===== config.mk =====
export PLATFORM = sky130hd
export DESIGN_NAME = led_seq_ctrl
export DESIGN_NICKNAME = d
export VERILOG_FILES = /design/src/rtl/led_seq_ctrl.sv
export SDC_FILE = /design/constraint.sdc
export NUM_CORES = 1
export LEC_CHECK = 0
export CORE_MARGIN = 3
export CORE_UTILIZATION = 54
export CTS_CLUSTER_SIZE = 8
export DETAILED_ROUTE_END_ITERATION = 12
export DONT_BUFFER_PORTS = 1
export GPL_TIMING_DRIVEN = 1
export PLACE_DENSITY = 0.79
export SETUP_SLACK_MARGIN = 0.5
export SLEW_MARGIN = 20
export SYNTH_ARGS = -nofsm -noshare
export SYNTH_HDL_FRONTEND = slang
export SYNTH_SLANG_ARGS = --single-unit

===== constraint.sdc =====
create_clock -name clock -period 5.2 [get_ports clock]
set_input_delay 1.04 -clock clock [delete_from_list [all_inputs] [get_ports clock]]
set_output_delay 1.04 -clock clock [all_outputs]
set_load 0.02 [all_outputs]

===== src/rtl/led_seq_ctrl.sv =====
// LED pattern sequencer: prescaled SHIFT / BOUNCE / FLASH patterns gated by a one-hot colour select.
// Define LED_SEQ_BTN_SYNC_EN to put a 2-FF synchroniser on each button before edge detection.
module led_seq_ctrl #(
    parameter int          N_LEDS = 4,
    parameter int          NB_CNT = 32,
    parameter int unsigned LIM0   = 2**23,
    parameter int unsigned LIM1   = 2**24,
    parameter int unsigned LIM2   = 2**25,
    parameter int unsigned LIM3   = 2**26
) (
    input  logic              clock,
    input  logic              i_reset,
    input  logic [3:0]        i_sw,
    input  logic [3:0]        i_btn,
    output logic [N_LEDS-1:0] o_led_r,
    output logic [N_LEDS-1:0] o_led_g,
    output logic [N_LEDS-1:0] o_led_b,
    output logic [1:0]        o_mode,
    output logic              o_tick
);

    typedef enum logic [1:0] {
        MODE_SHIFT   = 2'b00,
        MODE_BOUNCE  = 2'b01,
        MODE_FLASH   = 2'b10,
        MODE_ILLEGAL = 2'b11
    } mode_e;

    localparam logic [N_LEDS-1:0] PAT_ONE = N_LEDS'(1);

    mode_e              mode_q, mode_d, mode_step;
    logic [N_LEDS-1:0]  pat_q, pat_d;
    logic               dir_q, dir_d;
    logic [NB_CNT-1:0]  cnt_q, cnt_d;
    logic               tick_q, tick_d;
    logic [2:0]         color_q, color_d;
    logic [N_LEDS-1:0]  led_r_q, led_g_q, led_b_q;
    logic               armed_q;
    logic [3:0]         btn_prev_q;
    logic [3:0]         btn_lvl;
    logic [3:0]         btn_edge;
    logic [NB_CNT-1:0]  lim_sel, lim_m1;
    logic               adv;

    // The first clock after reset loads the button history straight from the pins,
    // so a button held through reset release never produces an edge.
`ifdef LED_SEQ_BTN_SYNC_EN
    logic [3:0] btn_s1_q, btn_s2_q;

    always_ff @(posedge clock or negedge i_reset) begin
        if (!i_reset) begin
            btn_s1_q <= '0;
            btn_s2_q <= '0;
        end else begin
            btn_s1_q <= i_btn;
            btn_s2_q <= armed_q ? btn_s1_q : i_btn;
        end
    end

    assign btn_lvl = btn_s2_q;
`else
    assign btn_lvl = i_btn;
`endif

    always_ff @(posedge clock or negedge i_reset) begin
        if (!i_reset) begin
            armed_q    <= 1'b0;
            btn_prev_q <= '0;
        end else begin
            armed_q    <= 1'b1;
            btn_prev_q <= armed_q ? btn_lvl : i_btn;
        end
    end

    assign btn_edge = {4{armed_q}} & btn_lvl & ~btn_prev_q;

    always_comb begin
        case (i_sw[2:1])
            2'd0:    lim_sel = NB_CNT'(LIM0);
            2'd1:    lim_sel = NB_CNT'(LIM1);
            2'd2:    lim_sel = NB_CNT'(LIM2);
            default: lim_sel = NB_CNT'(LIM3);
        endcase
    end

    assign lim_m1 = lim_sel - NB_CNT'(1);
    // >= rather than == so a switch to a faster speed fires immediately instead of wrapping.
    assign adv    = i_sw[0] && (cnt_q >= lim_m1);

    always_comb begin
        case (mode_q)
            MODE_SHIFT:  mode_step = MODE_BOUNCE;
            MODE_BOUNCE: mode_step = MODE_FLASH;
            default:     mode_step = MODE_SHIFT;
        endcase
    end

    always_comb begin
        mode_d  = mode_q;
        pat_d   = pat_q;
        dir_d   = dir_q;
        tick_d  = 1'b0;
        color_d = color_q;
        cnt_d   = '0;

        if (i_sw[0] && !adv) begin
            cnt_d = cnt_q + NB_CNT'(1);
        end

        if (mode_q == MODE_ILLEGAL) begin
            mode_d = MODE_SHIFT;
            pat_d  = PAT_ONE;
            dir_d  = 1'b0;
            cnt_d  = '0;
        end else if (btn_edge[0]) begin
            mode_d = mode_step;
            pat_d  = (mode_step == MODE_FLASH) ? '0 : PAT_ONE;
            dir_d  = 1'b0;
            cnt_d  = '0;
        end else if (adv) begin
            tick_d = 1'b1;
            case (mode_q)
                MODE_SHIFT: begin
                    if (i_sw[3]) pat_d = {pat_q[0], pat_q[N_LEDS-1:1]};
                    else         pat_d = {pat_q[N_LEDS-2:0], pat_q[N_LEDS-1]};
                end
                MODE_BOUNCE: begin
                    if (!dir_q) begin
                        if (pat_q[N_LEDS-1]) begin
                            pat_d = pat_q >> 1;
                            dir_d = 1'b1;
                        end else begin
                            pat_d = pat_q << 1;
                        end
                    end else begin
                        if (pat_q[0]) begin
                            pat_d = pat_q << 1;
                            dir_d = 1'b0;
                        end else begin
                            pat_d = pat_q >> 1;
                        end
                    end
                end
                default: pat_d = ~pat_q;
            endcase
        end

        // Highest-priority pressed colour wins; re-selecting the current colour is a no-op.
        if (btn_edge[1]) begin
            if (!color_q[0]) color_d = 3'b001;
        end else if (btn_edge[2]) begin
            if (!color_q[1]) color_d = 3'b010;
        end else if (btn_edge[3]) begin
            if (!color_q[2]) color_d = 3'b100;
        end
    end

    always_ff @(posedge clock or negedge i_reset) begin
        if (!i_reset) begin
            mode_q  <= MODE_SHIFT;
            pat_q   <= PAT_ONE;
            dir_q   <= 1'b0;
            cnt_q   <= '0;
            tick_q  <= 1'b0;
            color_q <= 3'b001;
            led_r_q <= PAT_ONE;
            led_g_q <= '0;
            led_b_q <= '0;
        end else begin
            mode_q  <= mode_d;
            pat_q   <= pat_d;
            dir_q   <= dir_d;
            cnt_q   <= cnt_d;
            tick_q  <= tick_d;
            color_q <= color_d;
            led_r_q <= pat_d & {N_LEDS{color_d[0]}};
            led_g_q <= pat_d & {N_LEDS{color_d[1]}};
            led_b_q <= pat_d & {N_LEDS{color_d[2]}};
        end
    end

    assign o_led_r = led_r_q;
    assign o_led_g = led_g_q;
    assign o_led_b = led_b_q;
    assign o_mode  = mode_q;
    assign o_tick  = tick_q;

endmodule


==> results.md <==
- Status: complete, no violations
- RSZ-0062 raised after global routing: no
- Fmax: between 300 and 400 MHz
- Clk_lat worst skew: between 0.3 and 0.4 ns
- Final setup violating endpoints: 0
- CTS tree: yes
- Wire per inst: 15.0 um
- Htree depth: 3
- Die Y: 79 um
- Die ar.: 6240 um2
- CTS-repair resized insts: 0
- Hold Crit Class: input pin to async pin
- Area leader, netlist: dfrtp_1
- Port bufs: 0
- I/O Pins: 25
- Routed Antenna Nets: 0
- Largest net degree at the start of global routing: 61
- Critical path buffer and inverter count: 0
- Remaining DRCs: 0
- Syn Std Cell Area: roughly 2900 um2
- Placeable Area: ~4900 um2
- Setup Crit Path Kind: input pin to register
- Hold-fix buffers, CTS: 0
- Async SR Flop Fraction: 100%
- EDFF count, synth: 0
- PwrDens: just over 400 nW/um2
- Setup crit end kind: register
- Synth Area per Inst: roughly 11 um2
- Vias in the first global route: about 2000
- Max clock buf depth: 2
- Crit-path leading delay family: simple AND/OR/NAND/NOR gates
- Cell with the most instances after synthesis: dfrtp_1
- Hold Fails Final Rpt: 0
- Arr. time, crit path: roughly 2.8 ns
- Critical path peak fanout: 27
- Detailed Place HPWL: ~3600 um
- Initial antenna violation count: 0
- Reg clk slew, reported paths: ~0.070 ns
- Rel. slew slack: 60.6%
- Crit path launch: i_sw[1]
- Count of cell types in the netlist: between 50 and 60
- CP max-delay cell: nand3_2
- Fin. max-slew vios: 0
- Layout fillers: just over 400
- First-pass GRT wire length: 9050 um
- Clock Skews: approximately 0.0064 ns
- Vias per Instance: 5.61
- Synth Instances: 270
- Site Rows: 25
- Area share of the largest cell type after synthesis: roughly half
- Dpl cells: around 330
- Synthesis-stage register bit count: 60
- Nature of the critical path startpoint: input pin
- Die Span X: approximately 79 um
- R2R Path Start: cnt_q[25]
- Critical path, cell by cell: nand2_1 > ha_1 > nor4_1 > o211ai_2 > a21oi_1 > nand3_2 > nor2_1
- CP Data Required Time: roughly 5.5 ns
- Slew @ Worst Pin: 0.591 ns
- Max VDD drop: about 0.33 mV
- Gr ovfl total: 0
- Fin crit share: between 40% and 50%
- Violation count after the first detailed-route iteration: about 180
- # diodes: 0
- Initial Util: just under 60%
- Root Buffer: clkbuf_8
- Tmin final: about 2.6 ns
- Top_reg_cell synth: dfrtp_1
- Setup bufs post-CTS: 0
- Register area share after synthesis: a little over half
- Fin nets: just under 300
- TritonCTS Buffers: 9
- Share of post-route cells with drive strength above 1: between 10% and 20%
- Tot GR Track Use: between 10% and 20%
- Top post-synthesis cells by count: 57 x dfrtp_1, 42 x nor2_1, 21 x nand2_1
- Leak: 0.00143 uW
- Ys Warns: 0
- First-pass iteration count of the detailed router: 4
- Routability cong.: about 0.84
- DRT Wirelength: around 5300 um
- Sum Neg Setup Slack: 0 ns
- Synth area leaders: dfrtp_1 50%, nor2_1 5.5%, xor2_1 5.2%, a21oi_1 2.8%, dfstp_2 2.7%
- Clock Sinks: 60
- Max incr delay on CP: approximately 0.50 ns
- Via count: just under 2000
- Finished Layout Cells: 350
- Area growth syn-to-layout: 9.04%
- Maximum capacitance violations: 0
==> worst reg2reg max path: cells and delay by family, from the launching register on <==
family / cells / cell delay [ns]
AND/OR/NAND/NOR: 3 / 1.13
flip-flops: 1 / 0.44
AO/OA/AOI/OAI: 2 / 0.44
adder cells (fa/ha/maj): 1 / 0.23
==> stage by stage <==
stage | utilization (%) | hold WS, ns | worst slack [ns] | cell area [um2] | total power [uW]
floorplan | - | 0.455 | 2.66 | 2890 | 807
global placement | 59.5 | 0.477 | 2.44 | 2940 | 844
detailed placement | 59.5 | 0.486 | 2.28 | 2940 | 852
CTS | 63.5 | 0.374 | 2.64 | 3140 | 1270
global route | 63.5 | 0.349 | 2.40 | 3140 | 1330
finish | 63.5 | 0.384 | 2.63 | 3140 | 1260
==> where the power goes <==
group          switching, uW  internal (uW)  total (uW)
sequential               128            534         662
combinational           95.3           90.9         186
clock                    193            223         416
total                    416            848        1260
==> worst paths after layout <==
check                      slack, ns  depth (start not counted)   endpoint
setup / recovery                2.63                          7   cnt_q[7]
hold reg to reg                 0.50                          1   cnt_q[0]
hold / removal                  0.38                          0  cnt_q[25]
min in group clock              0.50                          1   cnt_q[0]
setup reg to reg                2.87                          6   cnt_q[7]
max in group asynchronous       4.63                          0   pat_q[0]
==> kinds of logic after synthesis <==
| group | synth area share, % |
|---|---|
| AOI/OAI and AO/OA | 8.44 |
| buffers and inverters | 2.74 |
| muxes | 3.35 |
| DFF | 52.3 |
| xor gates and xnor gates | 7.30 |
| adders and majority gates | 1.74 |
| other | 0.261 |
| and+or+nand+nor | 23.9 |
==> layer usage <==
| metal | part of all wire [%] | GRT usage, % | up-vias |
|---|---|---|---|
| met4 | 1.7 | 6.87 | 0 |
| met2 | 50 | 29.8 | 25 |
| met3 | 3.6 | 8.28 | 11 |
| li1 | - | - | 940 |
| met5 | 0 | 0 | - |
| met1 | 44 | 23.1 | 988 |
==> cell type report <==
cell class | count | area [um2] | area share, %
Clock buffer | 9 | 124 | 3.95
Clock inverter | 7 | 75.1 | 2.39
Tap cell | 67 | 83.8 | 2.67
Multi-Input combinational cell | 196 | 1310 | 41.7
Inverter | 11 | 41.3 | 1.32
Sequential cell | 60 | 1510 | 48.0
==> cells in the final DEF (no fill, tap or decap), drive strengths merged, types with 3 or more instances in the layout <==
cell / netlist / routed
dfrtp: 57 / 57
nor2: 42 / 42
nand2: 21 / 21
xor2: 17 / 17
a21oi: 16 / 16
inv: 11 / 12
nand3: 12 / 12
nand4: 10 / 10
clkbuf: 3 / 9
xnor2: 7 / 7
o21ai: 6 / 6
conb: 2 / 6
mux2: 5 / 5
nor4: 5 / 5
clkinv: 0 / 5
mux2i: 4 / 4
nor2b: 4 / 4
and3: 4 / 4
ha: 4 / 4
nor3: 4 / 4
and3b: 3 / 3
dfstp: 3 / 3
a211oi: 3 / 3
==> flip-flops by register name (all words and copies together), names as in the netlist <==
name and flops:
o_tick 1, pat_q 4, btn_prev_q 4, o_led_r 4, cnt_q 32, armed_q 1
o_mode 2, color_q 3, o_led_b 4, o_led_g 4, dir_q 1
Power figures use the tool's default switching activity.
